<file path="config.mk">
export PLATFORM = sky130hd
export DESIGN_NAME = pit_channel
export DESIGN_NICKNAME = d
export VERILOG_FILES = /design/src/rtl/pit_pkg.sv /design/src/rtl/pit_dec.sv /design/src/rtl/pit_channel.sv
export SDC_FILE = /design/constraint.sdc
export NUM_CORES = 1
export LEC_CHECK = 0
export CAP_MARGIN = 10
export CORE_UTILIZATION = 54
export DETAILED_ROUTE_END_ITERATION = 10
export GPL_ROUTABILITY_DRIVEN = 1
export GPL_TIMING_DRIVEN = 0
export PLACE_DENSITY = 0.74
export SYNTH_ARGS = -nofsm -noshare
export SYNTH_HDL_FRONTEND = slang
export SYNTH_HIERARCHICAL = 1
export SYNTH_SLANG_ARGS = --single-unit
</file>
<file path="constraint.sdc">
create_clock -name iClk -period 4.3 [get_ports iClk]
set_clock_uncertainty 0.05 [all_clocks]
set_input_delay 0.86 -clock iClk [delete_from_list [all_inputs] [get_ports iClk]]
set_output_delay 0.86 -clock iClk [all_outputs]
set_load 0.02 [all_outputs]
</file>
<file path="src/rtl/pit_pkg.sv">
// Shared encodings for the 8253-style interval timer channel.
package pit_pkg;

   localparam int COUNT_W = 16;

   localparam logic [1:0] MODE_0 = 2'd0;
   localparam logic [1:0] MODE_2 = 2'd2;
   localparam logic [1:0] MODE_3 = 2'd3;

   localparam logic [1:0] ACC_LATCH = 2'b00;
   localparam logic [1:0] ACC_LSB   = 2'b01;
   localparam logic [1:0] ACC_MSB   = 2'b10;
   localparam logic [1:0] ACC_WORD  = 2'b11;

   typedef enum logic [1:0] {
      IDLE  = 2'd0,
      LOAD  = 2'd1,
      COUNT = 2'd2
   } pit_state_e;

   // Control-word M field to supported mode: 1/4/5 fold to 0, 6 to 2, 7 to 3.
   function automatic logic [1:0] map_mode(input logic [2:0] m);
      return m[1] ? m[1:0] : MODE_0;
   endfunction

endpackage

</file>
<file path="src/rtl/pit_dec.sv">
// Counter decrement by 1 or 2 with zero detect; BCD path built only with PIT_BCD_EN.
module pit_dec
   import pit_pkg::*;
(
   input  logic [COUNT_W-1:0] val_i,
   input  logic               by2_i,
`ifdef PIT_BCD_EN
   input  logic               bcd_i,
`endif
   output logic [COUNT_W-1:0] res_o,
   output logic               zero_o
);

   logic [COUNT_W-1:0] bin_res;

   assign bin_res = val_i - (by2_i ? 16'd2 : 16'd1);

`ifdef PIT_BCD_EN
   logic [COUNT_W-1:0] bcd_res;

   // Digit-serial subtract with borrow; 0000 wraps to 9999 (or 9998).
   always_comb begin
      logic [4:0] sub;
      logic [4:0] dig;
      bcd_res = '0;
      sub     = by2_i ? 5'd2 : 5'd1;
      dig     = '0;
      for (int i = 0; i < 4; i++) begin
         dig = {1'b0, val_i[4*i +: 4]};
         if (dig < sub) begin
            bcd_res[4*i +: 4] = 4'(dig + 5'd10 - sub);
            sub = 5'd1;
         end else begin
            bcd_res[4*i +: 4] = 4'(dig - sub);
            sub = 5'd0;
         end
      end
   end

   assign res_o = bcd_i ? bcd_res : bin_res;
`else
   assign res_o = bin_res;
`endif

   assign zero_o = (res_o == '0);

endmodule

</file>
<file path="src/rtl/pit_channel.sv">
// One 8253-style PIT channel (modes 0/2/3) fed by an upstream clock enable.
// Optional BCD counting is built when PIT_BCD_EN is defined.
module pit_channel
   import pit_pkg::*;
#(
   parameter int DIV = 3
) (
   input  logic       iClk,
   input  logic       iRst,
   input  logic       iClkEn,
   input  logic       iGate,
   input  logic       iCtrlWr,
   input  logic       iWr,
   input  logic       iRd,
   input  logic [7:0] iData,
   output logic [7:0] oData,
   output logic       oOut
);

   localparam logic [3:0] DIV_LAST = 4'(DIV - 1);

   logic [3:0]         presc_q, presc_d;
   logic [1:0]         mode_q, mode_d;
   logic [1:0]         acc_q, acc_d;
   pit_state_e         state_q, state_d;
   logic [COUNT_W-1:0] counter_q, counter_d;
   logic [COUNT_W-1:0] reload_q, reload_d;
   logic [COUNT_W-1:0] latch_q, latch_d;
   logic [7:0]         lsb_q, lsb_d;
   logic               wr_msb_q, wr_msb_d;
   logic               rd_msb_q, rd_msb_d;
   logic               latch_vld_q, latch_vld_d;
   logic               out_q, out_d;
   logic               gate_q;
`ifdef PIT_BCD_EN
   logic               bcd_q, bcd_d;
`endif

   logic               tick;
   logic               gate_rise;
   logic               m3_toggle;
   logic               rd_last;
   logic [COUNT_W-1:0] eff_reload;
   logic [COUNT_W-1:0] rd_src;
   logic [COUNT_W-1:0] dec_res;
   logic               dec_zero;

   pit_dec u_dec (
      .val_i  (counter_q),
      .by2_i  (mode_q == MODE_3),
`ifdef PIT_BCD_EN
      .bcd_i  (bcd_q),
`endif
      .res_o  (dec_res),
      .zero_o (dec_zero)
   );

   assign gate_rise  = iGate & ~gate_q;
   assign eff_reload = ((mode_q != MODE_0) && (reload_q == 16'd1)) ? 16'd2 : reload_q;
   // Mode 3: odd counts spend the extra tick in the high half.
   assign m3_toggle  = dec_zero | (out_q ? (counter_q == 16'd1) : (dec_res == 16'd1));

   assign rd_src  = latch_vld_q ? latch_q : counter_q;
   assign rd_last = (acc_q != ACC_WORD) || rd_msb_q;

   always_comb begin
      oData = rd_src[7:0];
      if (acc_q == ACC_MSB || (acc_q == ACC_WORD && rd_msb_q)) begin
         oData = rd_src[15:8];
      end
   end

   assign oOut = out_q;

   always_comb begin
      presc_d     = presc_q;
      tick        = 1'b0;
      state_d     = state_q;
      counter_d   = counter_q;
      out_d       = out_q;
      reload_d    = reload_q;
      lsb_d       = lsb_q;
      wr_msb_d    = wr_msb_q;
      rd_msb_d    = rd_msb_q;
      latch_d     = latch_q;
      latch_vld_d = latch_vld_q;
      mode_d      = mode_q;
      acc_d       = acc_q;
`ifdef PIT_BCD_EN
      bcd_d       = bcd_q;
`endif

      if (iClkEn) begin
         tick    = (presc_q == DIV_LAST);
         presc_d = tick ? 4'd0 : presc_q + 4'd1;
      end

      if (mode_q != MODE_0 && !iGate) begin
         out_d = 1'b1;
      end

      case (state_q)
         LOAD: begin
            if (tick && (mode_q == MODE_0 || iGate)) begin
               counter_d = eff_reload;
               state_d   = COUNT;
               if (mode_q != MODE_0) out_d = 1'b1;
            end
         end
         COUNT: begin
            // A gate edge landing on a tick reloads right away, so only one reload happens.
            if (mode_q != MODE_0 && gate_rise) begin
               if (tick) begin
                  counter_d = eff_reload;
                  out_d     = 1'b1;
               end else begin
                  state_d = LOAD;
               end
            end else if (tick && iGate) begin
               case (mode_q)
                  MODE_0: begin
                     counter_d = dec_res;
                     if (dec_zero) out_d = 1'b1;
                  end
                  MODE_2: begin
                     if (counter_q == 16'd1) begin
                        counter_d = eff_reload;
                        out_d     = 1'b1;
                     end else begin
                        counter_d = dec_res;
                        if (dec_res == 16'd1) out_d = 1'b0;
                     end
                  end
                  default: begin
                     if (m3_toggle) begin
                        counter_d = eff_reload;
                        out_d     = ~out_q;
                     end else begin
                        counter_d = dec_res;
                     end
                  end
               endcase
            end
         end
         default: ;
      endcase

      if (iRd) begin
         if (acc_q == ACC_WORD) rd_msb_d = ~rd_msb_q;
         if (rd_last) latch_vld_d = 1'b0;
      end

      if (iCtrlWr) begin
         if (iData[5:4] == ACC_LATCH) begin
            if (!latch_vld_q) begin
               latch_d     = counter_q;
               latch_vld_d = 1'b1;
            end
         end else begin
            acc_d       = iData[5:4];
            mode_d      = map_mode(iData[3:1]);
`ifdef PIT_BCD_EN
            bcd_d       = iData[0];
`endif
            state_d     = IDLE;
            wr_msb_d    = 1'b0;
            rd_msb_d    = 1'b0;
            latch_vld_d = 1'b0;
            out_d       = (map_mode(iData[3:1]) != MODE_0);
         end
      end else if (iWr) begin
         case (acc_q)
            ACC_LSB: begin
               reload_d = {8'h00, iData};
               state_d  = LOAD;
            end
            ACC_MSB: begin
               reload_d = {iData, 8'h00};
               state_d  = LOAD;
            end
            default: begin
               if (!wr_msb_q) begin
                  lsb_d    = iData;
                  wr_msb_d = 1'b1;
                  if (mode_q == MODE_0) begin
                     state_d = IDLE;
                     out_d   = 1'b0;
                  end
               end else begin
                  reload_d = {iData, lsb_q};
                  wr_msb_d = 1'b0;
                  state_d  = LOAD;
               end
            end
         endcase
      end
   end

   always_ff @(posedge iClk or posedge iRst) begin
      if (iRst) begin
         presc_q     <= '0;
         mode_q      <= MODE_0;
         acc_q       <= ACC_WORD;
         state_q     <= IDLE;
         counter_q   <= '0;
         reload_q    <= '0;
         latch_q     <= '0;
         lsb_q       <= '0;
         wr_msb_q    <= 1'b0;
         rd_msb_q    <= 1'b0;
         latch_vld_q <= 1'b0;
         out_q       <= 1'b0;
         gate_q      <= 1'b0;
`ifdef PIT_BCD_EN
         bcd_q       <= 1'b0;
`endif
      end else begin
         presc_q     <= presc_d;
         mode_q      <= mode_d;
         acc_q       <= acc_d;
         state_q     <= state_d;
         counter_q   <= counter_d;
         reload_q    <= reload_d;
         latch_q     <= latch_d;
         lsb_q       <= lsb_d;
         wr_msb_q    <= wr_msb_d;
         rd_msb_q    <= rd_msb_d;
         latch_vld_q <= latch_vld_d;
         out_q       <= out_d;
         gate_q      <= iGate;
`ifdef PIT_BCD_EN
         bcd_q       <= bcd_d;
`endif
      end
   end

endmodule

</file>
==> results.toml, run 1 <==
[clock_network]
cts.sinks = 71
ctsHoldBuffers = 0
cts-root-buf = "clkbuf_8"
clk_latency_ns = 0.35
cts_buffers = 9
cts_tree = "built"
clkTransAtPathRegs_ns = 0.08
cts_max_path_buffers = 2
h-tree-depth = 3

[global_route]
grt_pass1_wl_um = 16770
use_met2_pct = 43.46
grt_max_degree = 72
grt_antenna_before_repair = 0
grt_overflow = 0
gr-usage-met3_pct = 4.653
gr-usage-met1_pct = 35.67
grt_pass1_vias = 3320
grt_most_used_layer = "met2"
grt_usage_pct = 26.40

[final_layout]
antenna_cells = 0
nets = 495
layout.cells.non_filler = 573
drive_gt1_share_pct = 18.35
area_growth_syn_to_layout_pct = 17.23
post-route-cell-area_mm2 = 0.004887
fillers = 608

[power]
power.density_mw_per_mm2 = 612.0
p_int_mw = 1.796
p_switching_mw = 1.195
p_clk_share_pct = 19.3
power_leakage_nw = 2.063
irDropWorstVdd_mv = 0.3002
seq_power_share_pct = 37.4
p_comb_share_pct = 43.2
switching_share_pct = 39.95

[timing]
hold_violations = 0
fmax_mhz = 241.2
finalCriticalPeriod_ns = 4.145
max-slew-margin-rel_pct = 26.45
timing.hold.ws_ns = 0.4596
rsz0062_at_grt = "false"
setup_viol = 0
min_period_over_period_pct = 96.40
slew_violations = 0
tightest_slew_ns = 1.100

[setup_path]
rrSetupSlack_ns = 0.15
critPathCaptureType = "flop"
r2r.worst_path.cells = 17
cp_data_required_time_ns = 4.49
r2r-end = "counter_q[1]$_DFFE_PP0P_"
cp-start-kind = "flop"
cp-startpoint = "mode_q[0]$_DFFE_PP0P_"
reg2reg_from = "mode_q[0]$_DFFE_PP0P_"
critPathMaxFanout = 10
worstPathArrival_ns = 4.33
crit_type = "reg -> reg"

[synthesis]
syn_avg_cell_area_um2 = 9.718
synth_compound_area_share_pct = 14.11
synth-seq-area-share_pct = 42.68
synth-seq-cells = 71
synth_top_family_by_area = "simple AND/OR/NAND/NOR gates"
synth_cell_type_count = 59
async_reset_ff_share_pct = 100.0
synth_edf_count = 0
syn-cell-area_mm2 = 0.004169
synthCells = 429
synthesis.nets = 454
synth_fa_ha_area_share_pct = 3.181
synthMuxAreaShare_pct = 11.04
yosys_warnings = 6
ys.flop_type = "dfrtp_1"
synthXorXnorAreaFrac_pct = 2.941
synth-simple-area-share_pct = 21.58

[placement]
hpwl_um = 7077
port_buffers = 22
place_inst = 550
placed_area_mm2 = 0.004522
place.gp.congestion = 0.8962

[routing]
wl_per_cell_um = 17.25
via_per_inst = 6.066
wl_um = 9886
drcViolationCount = 0
drt-initial-drc-count = 225
vias = 3476
antenna_left = 0
drtPass1Iterations = 7

[floorplan]
ioPinCount = 24
dieArea_mm2 = 0.008076
rows = 31
core_area_mm2 = 0.007370
start_util_pct = 56.57
die_y_um = 89.87
chipWidth_um = 89.87

[min_path]
hold-path-cell-count = 1
min_to = "latch_q[1]$_DFFE_PP0P_"
hp-start = "latch_q[1]$_DFFE_PP0P_"
hp-class = "reg -> reg"

[run]
maxCapViolCount = 0

[run_status]
status = "complete, no violations"
-- kinds of logic (layout without fill, tap and decap cells) --
kind of cell,Yosys count,after routing
AND/OR/NAND/NOR,169,169
AO/OA/AOI/OAI,85,85
buffers and inverters,47,92
multiplexers,33,33
flip-flops,71,71
XOR/XNOR,14,14
adder cells (fa/ha/maj),10,10
-- worst max-delay path: stages (launching register included) --
cell	delay, ns
dfrtp_1	0.41
buf_6	0.13
and2_1	0.14
inv_2	0.09
ha_1	0.16
inv_1	0.06
fa_2	0.37
nor4_4	0.18
nand3_2	0.14
xnor2_2	0.18
or4b_4	0.53
a2111oi_4	0.27
buf_4	0.19
o31a_1	0.14
a2111oi_2	0.06
or4_1	0.56
buf_6	0.16
o221a_1	0.21
-- cells in the mapped netlist (all sizes together), types with 6 or more instances --
| cell | count | area [um^2] |
|---|---|---|
| nor4b | 7 | 67.56 |
| nor2 | 28 | 105.1 |
| nor4 | 11 | 68.82 |
| a211oi | 6 | 45.04 |
| dfrtp | 69 | 1727 |
| nand3 | 24 | 120.1 |
| xnor2 | 9 | 78.83 |
| inv | 24 | 90.09 |
| o211ai | 24 | 180.2 |
| ha | 9 | 112.6 |
| nand4b | 6 | 52.55 |
| nand2 | 48 | 182.7 |
| mux4 | 8 | 180.2 |
| o21ai | 20 | 100.1 |
| mux2 | 24 | 270.3 |
| nor3 | 7 | 35.03 |
| a21oi | 13 | 65.06 |
| clkbuf | 18 | 67.56 |
-- through the flow --
step	setup WS [ns]	setup TNS [ns]	power, mW	util [%]
final	0.1548	0	2.991	66.32
after global routing	0.004411	0	3.181	66.32
after CTS	0.003768	0	2.894	65.28
after detailed placement	-0.6146	-7.016	2.221	61.36
after global placement	-0.5432	-5.708	2.195	61.32
after floorplan	0.0001710	0	1.887	-
-- worst max path at each step --
stage	end	depth (start not counted)
after floorplan	counter_q[1]$_DFFE_PP0P_	17
after global placement	counter_q[1]$_DFFE_PP0P_	17
after detailed placement	counter_q[1]$_DFFE_PP0P_	17
after CTS	counter_q[1]$_DFFE_PP0P_	17
after global routing	counter_q[1]$_DFFE_PP0P_	17
final	counter_q[1]$_DFFE_PP0P_	17
-- power groups by stage --
| stage | sequential [mW] | clock [mW] | combinational, mW |
|---|---|---|---|
| after detailed placement | 1.12 | 0 | 1.10 |
| after global placement | 1.10 | 0 | 1.09 |
| final | 1.12 | 0.579 | 1.29 |
| after global routing | 1.15 | 0.618 | 1.41 |
| after floorplan | 1.05 | 0 | 0.841 |
| after CTS | 1.11 | 0.587 | 1.20 |
-- cells in the final DEF (no fill, tap or decap), types with 9 or more instances in the layout --
cell             count
o211ai_1            24
o21ai_0             20
nor4_1               9
mux2_2              24
ha_1                 9
dfrtp_1             68
clkbuf_1            14
inv_1               22
buf_4               10
nor2_1              27
a21oi_1             13
nand2_1             46
clkdlybuf4s50_1     22
clkbuf_8             9
nand3_1             23
-- repair_timing --
action / 4_1_cts / 5_1_grt
pin swaps: 4 / 6
resized for setup: 10 / 12
endpoints found under the setup margin: 17 / 19
buffers inserted: 5 / 5
-- area by class of cell --
class / count / area [um^2] / share of cell area (%)
inverter: 25 / 96.34 / 1.971
clock inverter: 6 / 86.33 / 1.767
multi-input combinational: 311 / 2281 / 46.67
tap: 99 / 123.9 / 2.535
clock buffer: 9 / 123.9 / 2.535
timing repair buffer: 32 / 295.3 / 6.042
sequential: 71 / 1780 / 36.43
buffer: 20 / 100.1 / 2.048
-- state kept, by name (all words and copies together), names as in the netlist --
register / cells
latch_vld_q: 1
lsb_q: 8
acc_q: 2
counter_q: 16
rd_msb_q: 1
gate_q: 1
state_q: 2
oOut: 1
mode_q: 2
wr_msb_q: 1
presc_q: 4
reload_q: 16
latch_q: 16
-- routing by layer --
| metal | share of wire, % | wire [um] |
|---|---|---|
| met5 | 0 | 0 |
| met3 | 4.1 | 407 |
| met2 | 49 | 4827 |
| met4 | 1.0 | 100 |
| met1 | 46 | 4551 |
Note: power is estimated with default switching activity, not from simulation.
==> run 2, diff against run 1 <==
--- a/config.mk
+++ b/config.mk
@@ -6,11 +6,11 @@
 export NUM_CORES = 1
 export LEC_CHECK = 0
 export CAP_MARGIN = 10
-export CORE_UTILIZATION = 54
+export CORE_UTILIZATION = 35
 export DETAILED_ROUTE_END_ITERATION = 10
 export GPL_ROUTABILITY_DRIVEN = 1
 export GPL_TIMING_DRIVEN = 0
-export PLACE_DENSITY = 0.74
+export PLACE_DENSITY = 0.51
 export SYNTH_ARGS = -nofsm -noshare
 export SYNTH_HDL_FRONTEND = slang
 export SYNTH_HIERARCHICAL = 1
==> results.toml, run 2 (synthesized netlist as in run 1, its figures left out) <==
[run_status]
status = "finished with violations"
violations = "DRC"

[clock_network]
cts-root-buf = "clkbuf_16"
cts_max_path_buffers = 2
h-tree-depth = 3
cts_tree = "built"
ctsHoldBuffers = 0
clkTransAtPathRegs_ns = 0.06
cts.sinks = 71
clk_latency_ns = 0.34
cts_buffers = 9

[floorplan]
die_y_um = 111.1
rows = 39
ioPinCount = 24
chipWidth_um = 111.1
core_area_mm2 = 0.01152
start_util_pct = 36.20
dieArea_mm2 = 0.01235

[routing]
drcViolationCount = 2
antenna_left = 0
drtPass1Iterations = 7
via_per_inst = 5.655
drt-initial-drc-count = 232
wl_per_cell_um = 17.60
wl_um = 10980
vias = 3529

[final_layout]
nets = 501
finish.utilization_pct = 44.74
area_growth_syn_to_layout_pct = 23.59
multi_input_area_mm2 = 0.002281
largestRegisters = "counter_q: 16 flops, latch_q: 16 flops, reload_q: 16 flops"
post-route-cell-area_mm2 = 0.005152
fillers = 1158
antenna_cells = 0
final_cell_mix = "68 x dfrtp_1, 47 x nand2_1, 28 x nor2_1"
layout_commonest_cell = "dfrtp_1"
drive_gt1_share_pct = 19.33
regArea_mm2 = 0.001780

[power]
power.density_mw_per_mm2 = 639.2
irDropWorstVdd_mv = 0.2439
power_mw = 3.293
power_leakage_nw = 2.171

[global_route]
grt_max_degree = 61
gr-usage-met1_pct = 24.69
use_met2_pct = 30.40
grt_pass1_wl_um = 18100
grt_most_used_layer = "met2"
grt_usage_pct = 18.78
grt_pass1_vias = 3480
gr-usage-met3_pct = 3.773
grt_antenna_before_repair = 0
grt_overflow = 0

[timing]
finalCriticalPeriod_ns = 4.176
max-slew-margin-rel_pct = 19.74
tightest_slew_ns = 1.200
fmax_mhz = 239.5
rsz0062_at_grt = "false"
min_period_over_period_pct = 97.12
setup_tns_ns = 0
setup_viol = 0
slew_violations = 0
hold_violations = 0
finalWorstSetupSlack_ns = 0.1238

[setup_path]
cp-start-kind = "flop"
cp-startpoint = "mode_q[0]$_DFFE_PP0P_"
critical_path.top_delay_family = "simple AND/OR/NAND/NOR gates"
slowest_delay_ns = 0.57
crit_type = "reg -> reg"
cp_cell_sequence = "buf_6, and2_1, inv_2, ha_2, inv_1, fa_2, or4_1, or4b_4, a2111oi_4, buf_4, o31a_1, a2111oi_4, or4_4, buf_6, o221a_1"
reg2reg_from = "mode_q[0]$_DFFE_PP0P_"
critPathBufInv = 5
critPathCaptureType = "flop"
worstPathArrival_ns = 4.35
critPathMaxFanout = 5
cp_data_required_time_ns = 4.48
rrSetupSlack_ns = 0.12
cp_slowest_cell = "or4_4"
worst-path-stages = 15
r2r.worst_path.cells = 15

[placement]
placed_area_mm2 = 0.004604
hpwl_um = 7830
port_buffers = 22
post-place-ws_ns = -0.6943
place.gp.congestion = 0.8947

[run]
maxCapViolCount = 0

[min_path]
hold-path-cell-count = 1
hp-start = "latch_q[9]$_DFFE_PP0P_"
hp-class = "reg -> reg"
==> run 2: report_power, final <==
part	leakage, nW	internal [mW]	switching [mW]	total (mW)
registers	0.914	0.884	0.235	1.12
logic	1.08	0.602	0.689	1.29
clock network	0.176	0.598	0.286	0.884
total	2.17	2.08	1.21	3.29
==> run 2: metrics by stage <==
| step | cells | hold slack [ns] |
|---|---|---|
| floorplan | 429 | 0.4030 |
| global placement | 594 | 0.4324 |
| CTS | 620 | 0.4526 |
| detailed placement | 595 | 0.4403 |
| finish | 624 | 0.4525 |
| global route | 624 | 0.4725 |
==> run 2: timing repair <==
item,in CTS,in global routing
resized for setup,13,10
pin swaps,8,4
setup endpoints to repair,17,16
hold endpoints to repair,0,0
cloned,1,0
setup buffers,10,4
==> run 2: metal layers <==
layer / routed length [um] / part of all wire (%)
met4: 206 / 1.9
met1: 5145 / 47
met2: 5145 / 47
met5: 0 / 0
met3: 487 / 4.4
==> run 2: path summary, 6_finish.rpt <==
check | end
min in group asynchronous | rd_msb_q$_DFF_PP0_
setup reg to reg | counter_q[1]$_DFFE_PP0P_
max in group asynchronous | latch_q[3]$_DFFE_PP0P_
hold reg to reg | latch_q[9]$_DFFE_PP0P_
hold / removal | latch_q[9]$_DFFE_PP0P_
setup / recovery | counter_q[1]$_DFFE_PP0P_
==> run 2: layout make-up <==
type	instances	area share, %
buffer	20	1.967
clock buffer	11	4.905
clock inverter	5	2.016
inverter	25	1.870
multi-input combinational	311	44.27
sequential	71	34.56
tap	143	3.473
timing repair buffer	38	6.945
